<file path="src/rtl/mem_arbiter.sv">
// mem_arbiter: two-requester (instruction fetch / data) arbiter in front of a
// single-port word-addressed memory with one-cycle read latency.
// Data requests win conflicts, except that an instruction fetch that has seen
// STARVE_MAX consecutive data grants while waiting is granted next.
// Optional build macro MEM_ARB_STATS_EN adds saturating grant/conflict counters.
module mem_arbiter #(
    parameter int DATA_WIDTH = 32,
    parameter int ADDR_WIDTH = 32,
    parameter int STARVE_MAX = 4
) (
    input  logic                  clk,
    input  logic                  rst,
    input  logic                  i_req,
    input  logic [ADDR_WIDTH-1:0] i_addr,
    output logic                  i_gnt,
    output logic                  i_rvalid,
    output logic [DATA_WIDTH-1:0] i_rdata,
    input  logic                  d_req,
    input  logic                  d_we,
    input  logic [ADDR_WIDTH-1:0] d_addr,
    input  logic [DATA_WIDTH-1:0] d_wdata,
    output logic                  d_gnt,
    output logic                  d_rvalid,
    output logic [DATA_WIDTH-1:0] d_rdata,
    output logic                  mem_en,
    output logic                  mem_we,
    output logic [ADDR_WIDTH-3:0] mem_addr,
    output logic [DATA_WIDTH-1:0] mem_wdata,
    input  logic [DATA_WIDTH-1:0] mem_rdata
`ifdef MEM_ARB_STATS_EN
    ,
    output logic [31:0]           stat_i_gnt,
    output logic [31:0]           stat_d_gnt,
    output logic [31:0]           stat_conflict
`endif
);

    localparam int CNT_W = (STARVE_MAX < 1) ? 1 : $clog2(STARVE_MAX + 1);

    typedef enum logic [1:0] {
        RD_NONE,
        RD_I,
        RD_D
    } owner_t;

    owner_t           owner;
    owner_t           owner_next;
    logic [CNT_W-1:0] starve_cnt;
    logic             starved;
    logic             unused_addr_bits;

    // Byte offset bits are irrelevant to a word-addressed memory.
    assign unused_addr_bits = ^{i_addr[1:0], d_addr[1:0]};

    assign starved = (starve_cnt == CNT_W'(STARVE_MAX));

    // Grant decision: data wins conflicts unless the fetch side is starved; nothing is granted in reset.
    always_comb begin
        i_gnt = 1'b0;
        d_gnt = 1'b0;
        if (!rst) begin
            if (i_req && d_req) begin
                if (starved) begin
                    i_gnt = 1'b1;
                end else begin
                    d_gnt = 1'b1;
                end
            end else if (i_req) begin
                i_gnt = 1'b1;
            end else if (d_req) begin
                d_gnt = 1'b1;
            end
        end
    end

    // Memory port is driven straight from whichever requester holds the grant.
    always_comb begin
        mem_en    = 1'b0;
        mem_we    = 1'b0;
        mem_addr  = '0;
        mem_wdata = '0;
        if (i_gnt) begin
            mem_en    = 1'b1;
            mem_addr  = i_addr[ADDR_WIDTH-1:2];
            mem_wdata = d_wdata;
        end else if (d_gnt) begin
            mem_en    = 1'b1;
            mem_we    = d_we;
            mem_addr  = d_addr[ADDR_WIDTH-1:2];
            mem_wdata = d_wdata;
        end
    end

    // Count consecutive data grants that bypassed a waiting fetch; cleared once the fetch is served or withdrawn.
    always_ff @(posedge clk) begin
        if (rst) begin
            starve_cnt <= '0;
        end else if (i_gnt || !i_req) begin
            starve_cnt <= '0;
        end else if (d_gnt && !starved) begin
            starve_cnt <= starve_cnt + CNT_W'(1);
        end
    end

    // Read-owner state register: remembers who issued the read whose data returns next cycle.
    always_ff @(posedge clk) begin
        if (rst) begin
            owner <= RD_NONE;
        end else begin
            owner <= owner_next;
        end
    end

    // Next read owner follows this cycle's grant; stores produce no returning data.
    always_comb begin
        owner_next = RD_NONE;
        if (i_gnt) begin
            owner_next = RD_I;
        end else if (d_gnt && !d_we) begin
            owner_next = RD_D;
        end
    end

    // Steer returning memory data to its owner; reset suppresses a response still in flight.
    always_comb begin
        i_rvalid = 1'b0;
        d_rvalid = 1'b0;
        i_rdata  = '0;
        d_rdata  = '0;
        if (!rst) begin
            if (owner == RD_I) begin
                i_rvalid = 1'b1;
                i_rdata  = mem_rdata;
            end else if (owner == RD_D) begin
                d_rvalid = 1'b1;
                d_rdata  = mem_rdata;
            end
        end
    end

`ifdef MEM_ARB_STATS_EN
    // Saturating event counters for grants and request conflicts.
    always_ff @(posedge clk) begin
        if (rst) begin
            stat_i_gnt    <= '0;
            stat_d_gnt    <= '0;
            stat_conflict <= '0;
        end else begin
            if (i_gnt && (stat_i_gnt != '1)) begin
                stat_i_gnt <= stat_i_gnt + 32'd1;
            end
            if (d_gnt && (stat_d_gnt != '1)) begin
                stat_d_gnt <= stat_d_gnt + 32'd1;
            end
            if (i_req && d_req && (stat_conflict != '1)) begin
                stat_conflict <= stat_conflict + 32'd1;
            end
        end
    end
`endif

endmodule

</file>
<file path="config.mk">
export PLATFORM = sky130hd
export DESIGN_NAME = mem_arbiter
export DESIGN_NICKNAME = d
export VERILOG_FILES = /design/src/rtl/mem_arbiter.sv
export SDC_FILE = /design/constraint.sdc
export NUM_CORES = 1
export LEC_CHECK = 0
export CAP_MARGIN = 20
export CORE_AREA = 2 2 103 105
export DETAILED_ROUTE_END_ITERATION = 6
export DIE_AREA = 0 0 105 107
export PLACE_DENSITY = 0.67
export REMOVE_ABC_BUFFERS = 1
export SLEW_MARGIN = 20
export SYNTH_ARGS = -nofsm -noshare
export SYNTH_HDL_FRONTEND = slang
export SYNTH_SLANG_ARGS = --single-unit
</file>
<file path="constraint.sdc">
create_clock -name clk -period 1.9 [get_ports clk]
set_input_delay 0.57 -clock clk [delete_from_list [all_inputs] [get_ports clk]]
set_output_delay 0.57 -clock clk [all_outputs]
set_load 0.05 [all_outputs]
</file>
==> out/qor_table.md <==
| Stage | Result | Reported |
| --- | --- | --- |
| outcome | Outcome | finished, violations left |
| outcome | Violated checks | setup timing |
| critical path | Maximum fanout along the worst path | 6 |
| sta | Final worst setup slack | -0.282 ns |
| drt | Routed wire length per instance | 20.0 microns |
| critical path | Beginning of the worst register-to-register path | starve_cnt[0]$_SDFFE_PP0P_ |
| power and ir drop | Power density normalized to cell area | 267 mW/mm^2 |
| cts | Clock buffer depth | 2 |
| yosys | Post-synthesis instance area | 0.00186 sq mm |
| power and ir drop | Internal power | 1.08 mW |
| sta | Worst rel slew slack | 85.4% |
| yosys | Synth Warn # | 0 |
| drt | Post-route antenna net violation count | 0 |
| yosys | Average footprint of a synthesized cell | 7.60 sq um |
| cts | CTS tree | yes |
| global route | Number of global-route vias before repair | 3397 |
| finish | Layout overhead on the synthesized area | 272% |
| sta | Finish-stage setup viols | 132 |
| yosys | Synthesized netlist cell count | 244 |
| cts | Clock-pin slew on the worst setup and hold paths | 0.03 ns |
| power and ir drop | Share of total power in combinational logic | 83.5% |
| power and ir drop | Worst IR Drop VDD | 0.000195 V |
| critical path | Launch point of the worst path | starve_cnt[0]$_SDFFE_PP0P_ |
| cts | Clk Latency, worst-skew pair | 0.22 ns |
| worst hold path | Class of the worst hold path | flip-flop to flip-flop |
| power and ir drop | Switching part of the total power | 41.4% |
| sta | Worst-case clock skew | 0.000899 ns |
| finish | Fin nets | 666 |
| critical path | Critical Path End Type | primary output |
| run | Max-cap violations | 0 |
| placed design | Cells after DPL | 631 |
| sta | Share of the cycle needed by the critical path after routing | 115% |
| power and ir drop | Clock power frac | 10.5% |
| drt | DR pass1 iterations | 4 |
| placed design | Number of buffer cells added on primary ports | 260 |
| drt | Post-route DRC | 0 |
| power and ir drop | Net Sw Power | 0.762 mW |
| die | Horizontal extent of the die | 105 microns |
| critical path | Critical path arrival | 1.61 ns |
| power and ir drop | Leakage component of the power | 2.72 nW |
| sta | Total count of max-transition violations in the final report | 0 |
| finish | Area of the multi-input gates | 0.00212 sq mm |
| drt | Per-cell via count in the routed design | 4.62 |
| finish | Layout cells sized above 1 | 62.6% |
| cts | Number of H-tree levels | 1 |
| critical path | Crit Path Class | flip-flop to primary output |
| worst hold path | Origin of the worst min-delay path | starve_cnt[0]$_SDFFE_PP0P_ |
| sta | Unrepaired setup endpoints after global routing | yes |
| yosys | Part of the Yosys area used for sequential elements | 5.39% |
| power and ir drop | Relative contribution of sequential cells to total power | 6.0% |
| drt | Final wirelength | 13.3 mm |
| placed design | HPWL after DPL | 8.80 mm |
| global route | Pin count of the biggest net entering global routing | 29 |
| sta | Min Clock Period, post-route | 2.18 ns |
| cts | Number of buffers created by CTS | 3 |
| die | I/O pin cnt | 265 |
| die | Placeable core area | 0.0101 sq mm |
| finish | Number of standard cells in the final layout excluding fillers | 667 |
| critical path | Worst endpoint required time | 1.33 ns |
| die | Number of cell rows | 37 |
| sta | Final count of hold timing violations | 0 |
| yosys | #FFs+latches synth | 5 |
| yosys | Number of different library cells in the post-synthesis netlist | 24 |
| drt | Detailed router's first-iteration violation count | 79 |
| die | Die outline area | 0.0112 sq mm |
| finish | Filler instances | 717 |
| finish | Sequential Area | 103 sq um |
| sta | Fmax | 458 MHz |
| cts | Count of hold-fix buffers inserted at cts | 0 |
| die | Die height | 107 microns |
| cts | Clock Root Buffer | clkbuf_8 |
| global route | Remaining global-route overflow | 0 |
| placed design | Placement Setup Slack | -0.652 ns |
| cts | Clock tree sinks | 5 |
| global route | Initial antenna violation count | 2 |
| sta | Tightest Pin Transition | 0.219 ns |
| global route | Wire length of the first global-routing pass | 19.7 mm |
| drt | Via Count | 3083 |
| global route | Overall Global Routing Usage | 22.6% |
| die | Initial Utilization | 18.4% |
| placed design | RD Place Congestion | 0.753 |
| sta | Final-layout worst hold slack | 0.502 ns |
| critical path | CP startpoint kind | flip-flop |
[flip-flops by register name, indices dropped and copies added, names as in the netlist]
name,cells
starve_cnt,3
owner,2
[power by group through the flow]
stage                     clock network, mW  registers (mW)  logic [mW]
after floorplan                           0           0.112       0.515
after global placement                    0           0.112        1.23
after detailed placement                  0           0.112        1.25
after CTS                             0.199           0.111        1.48
after global routing                  0.215           0.111        1.60
final                                 0.193           0.111        1.54
[cells in the mapped netlist]
master     n  area, sq um
a21boi_4   1         18.8
buf_2      7         35.0
o22ai_1   30          188
inv_1      3         11.3
ha_1       2         25.0
or3b_1     1         8.76
nor2_1     1         3.75
nor3_1     1         5.00
clkbuf_1   3         11.3
a211oi_1   2         15.0
o21ba_4    1         16.3
nand3b_4   1         20.0
and2_2     6         45.0
nor3b_1    3         22.5
and3_1     1         6.26
and2_1    81          507
and2_4     9         78.8
dfxtp_1    5          100
a21oi_1    1         5.00
buf_6     20          225
nand3b_1  60          450
nand2b_1   2         12.5
nor3b_4    2         37.5
buf_4      1         7.51
[metrics by stage]
step | cell area (sq um) | utilization (%) | power, mW | TNS [ns]
2_1_floorplan | 1580 | - | 0.627 | -64.63
3_3_place_gp | 5520 | 54.7 | 1.35 | -54.86
3_5_place_dp | 5520 | 54.7 | 1.36 | -58.23
4_1_cts | 6710 | 66.5 | 1.79 | -23.79
5_1_grt | 6890 | 68.3 | 1.92 | -27.19
6_report | 6900 | 68.3 | 1.84 | -23.08
[timing repair]
action | 4_1_cts | 5_1_grt
pin swaps | 84 | 51
setup buffers | 18 | 3
gates cloned | 16 | 1
setup endpoints to repair | 132 | 132
gates resized for setup | 193 | 51
[cells in the final DEF, fill, tap and decap left out]
cell	Yosys	routed
a211oi_1	2	2
a21boi_4	1	1
a21oi_1	1	1
and2_4	9	96
and3_4	0	1
buf_12	0	113
buf_16	0	7
buf_4	1	11
buf_6	20	44
buf_8	0	7
bufbuf_16	0	1
clkbuf_1	3	1
clkbuf_16	0	1
clkbuf_8	0	3
clkdlybuf4s50_1	0	122
dfxtp_1	5	3
dfxtp_2	0	2
diode_2	0	1
dlygate4sd2_1	0	3
ha_1	2	1
ha_4	0	1
inv_1	3	1
inv_2	0	2
nand2b_1	2	1
nand2b_4	0	1
nand3b_1	60	60
nand3b_4	1	1
nor2_4	0	1
nor3_1	1	1
nor3b_1	3	1
nor3b_2	0	2
nor3b_4	2	2
o21ba_4	1	5
o22ai_2	0	10
o22ai_4	0	20
or3b_1	1	1
[critical path, stage by stage, from the launching register on]
cell      delay, ns
dfxtp_2        0.32
inv_2          0.04
ha_4           0.16
buf_6          0.11
a21boi_4       0.19
buf_12         0.16
buf_12         0.13
o22ai_2        0.09
buf_6          0.16
[logic make-up (layout without fill, tap and decap cells)]
kind of cell               Yosys count  count (layout)  share of synthesized area, %
and+or+nand+nor                    168             168                          64.5
AOI/OAI and AO/OA                   35              39                          13.1
buffers and inverters               34             316                          15.6
DFF                                  5               5                          5.39
adders and majority gates            2               2                          1.35
other                                0               1                             0
[final cells by class]
type / count / area share, %
inverter: 3 / 0.163
multi-input combinational: 209 / 30.8
antenna: 1 / 0.0363
sequential: 5 / 1.49
tap: 136 / 2.47
clock buffer: 4 / 0.653
timing repair buffer: 309 / 64.4
[layer usage]
| metal | track usage, % | routed length [microns] | up-vias |
|---|---|---|---|
| li1 | - | - | 1428 |
| met1 | 22.7 | 4480 | 1456 |
| met2 | 45.5 | 7430 | 178 |
| met3 | 6.75 | 1180 | 19 |
| met4 | 4.57 | 223 | 2 |
| met5 | 0 | 12 | - |
[worst paths after layout]
kind | end | slack [ns] | depth (start not counted)
max | mem_addr[23] | -0.28 | 8
min | starve_cnt[0]$_SDFFE_PP0P_ | 0.50 | 2
max reg2reg | owner[0]$_SDFF_PP0_ | 0.55 | 8
min reg2reg | starve_cnt[0]$_SDFFE_PP0P_ | 0.50 | 2
Note: power is estimated with default switching activity, not from simulation.
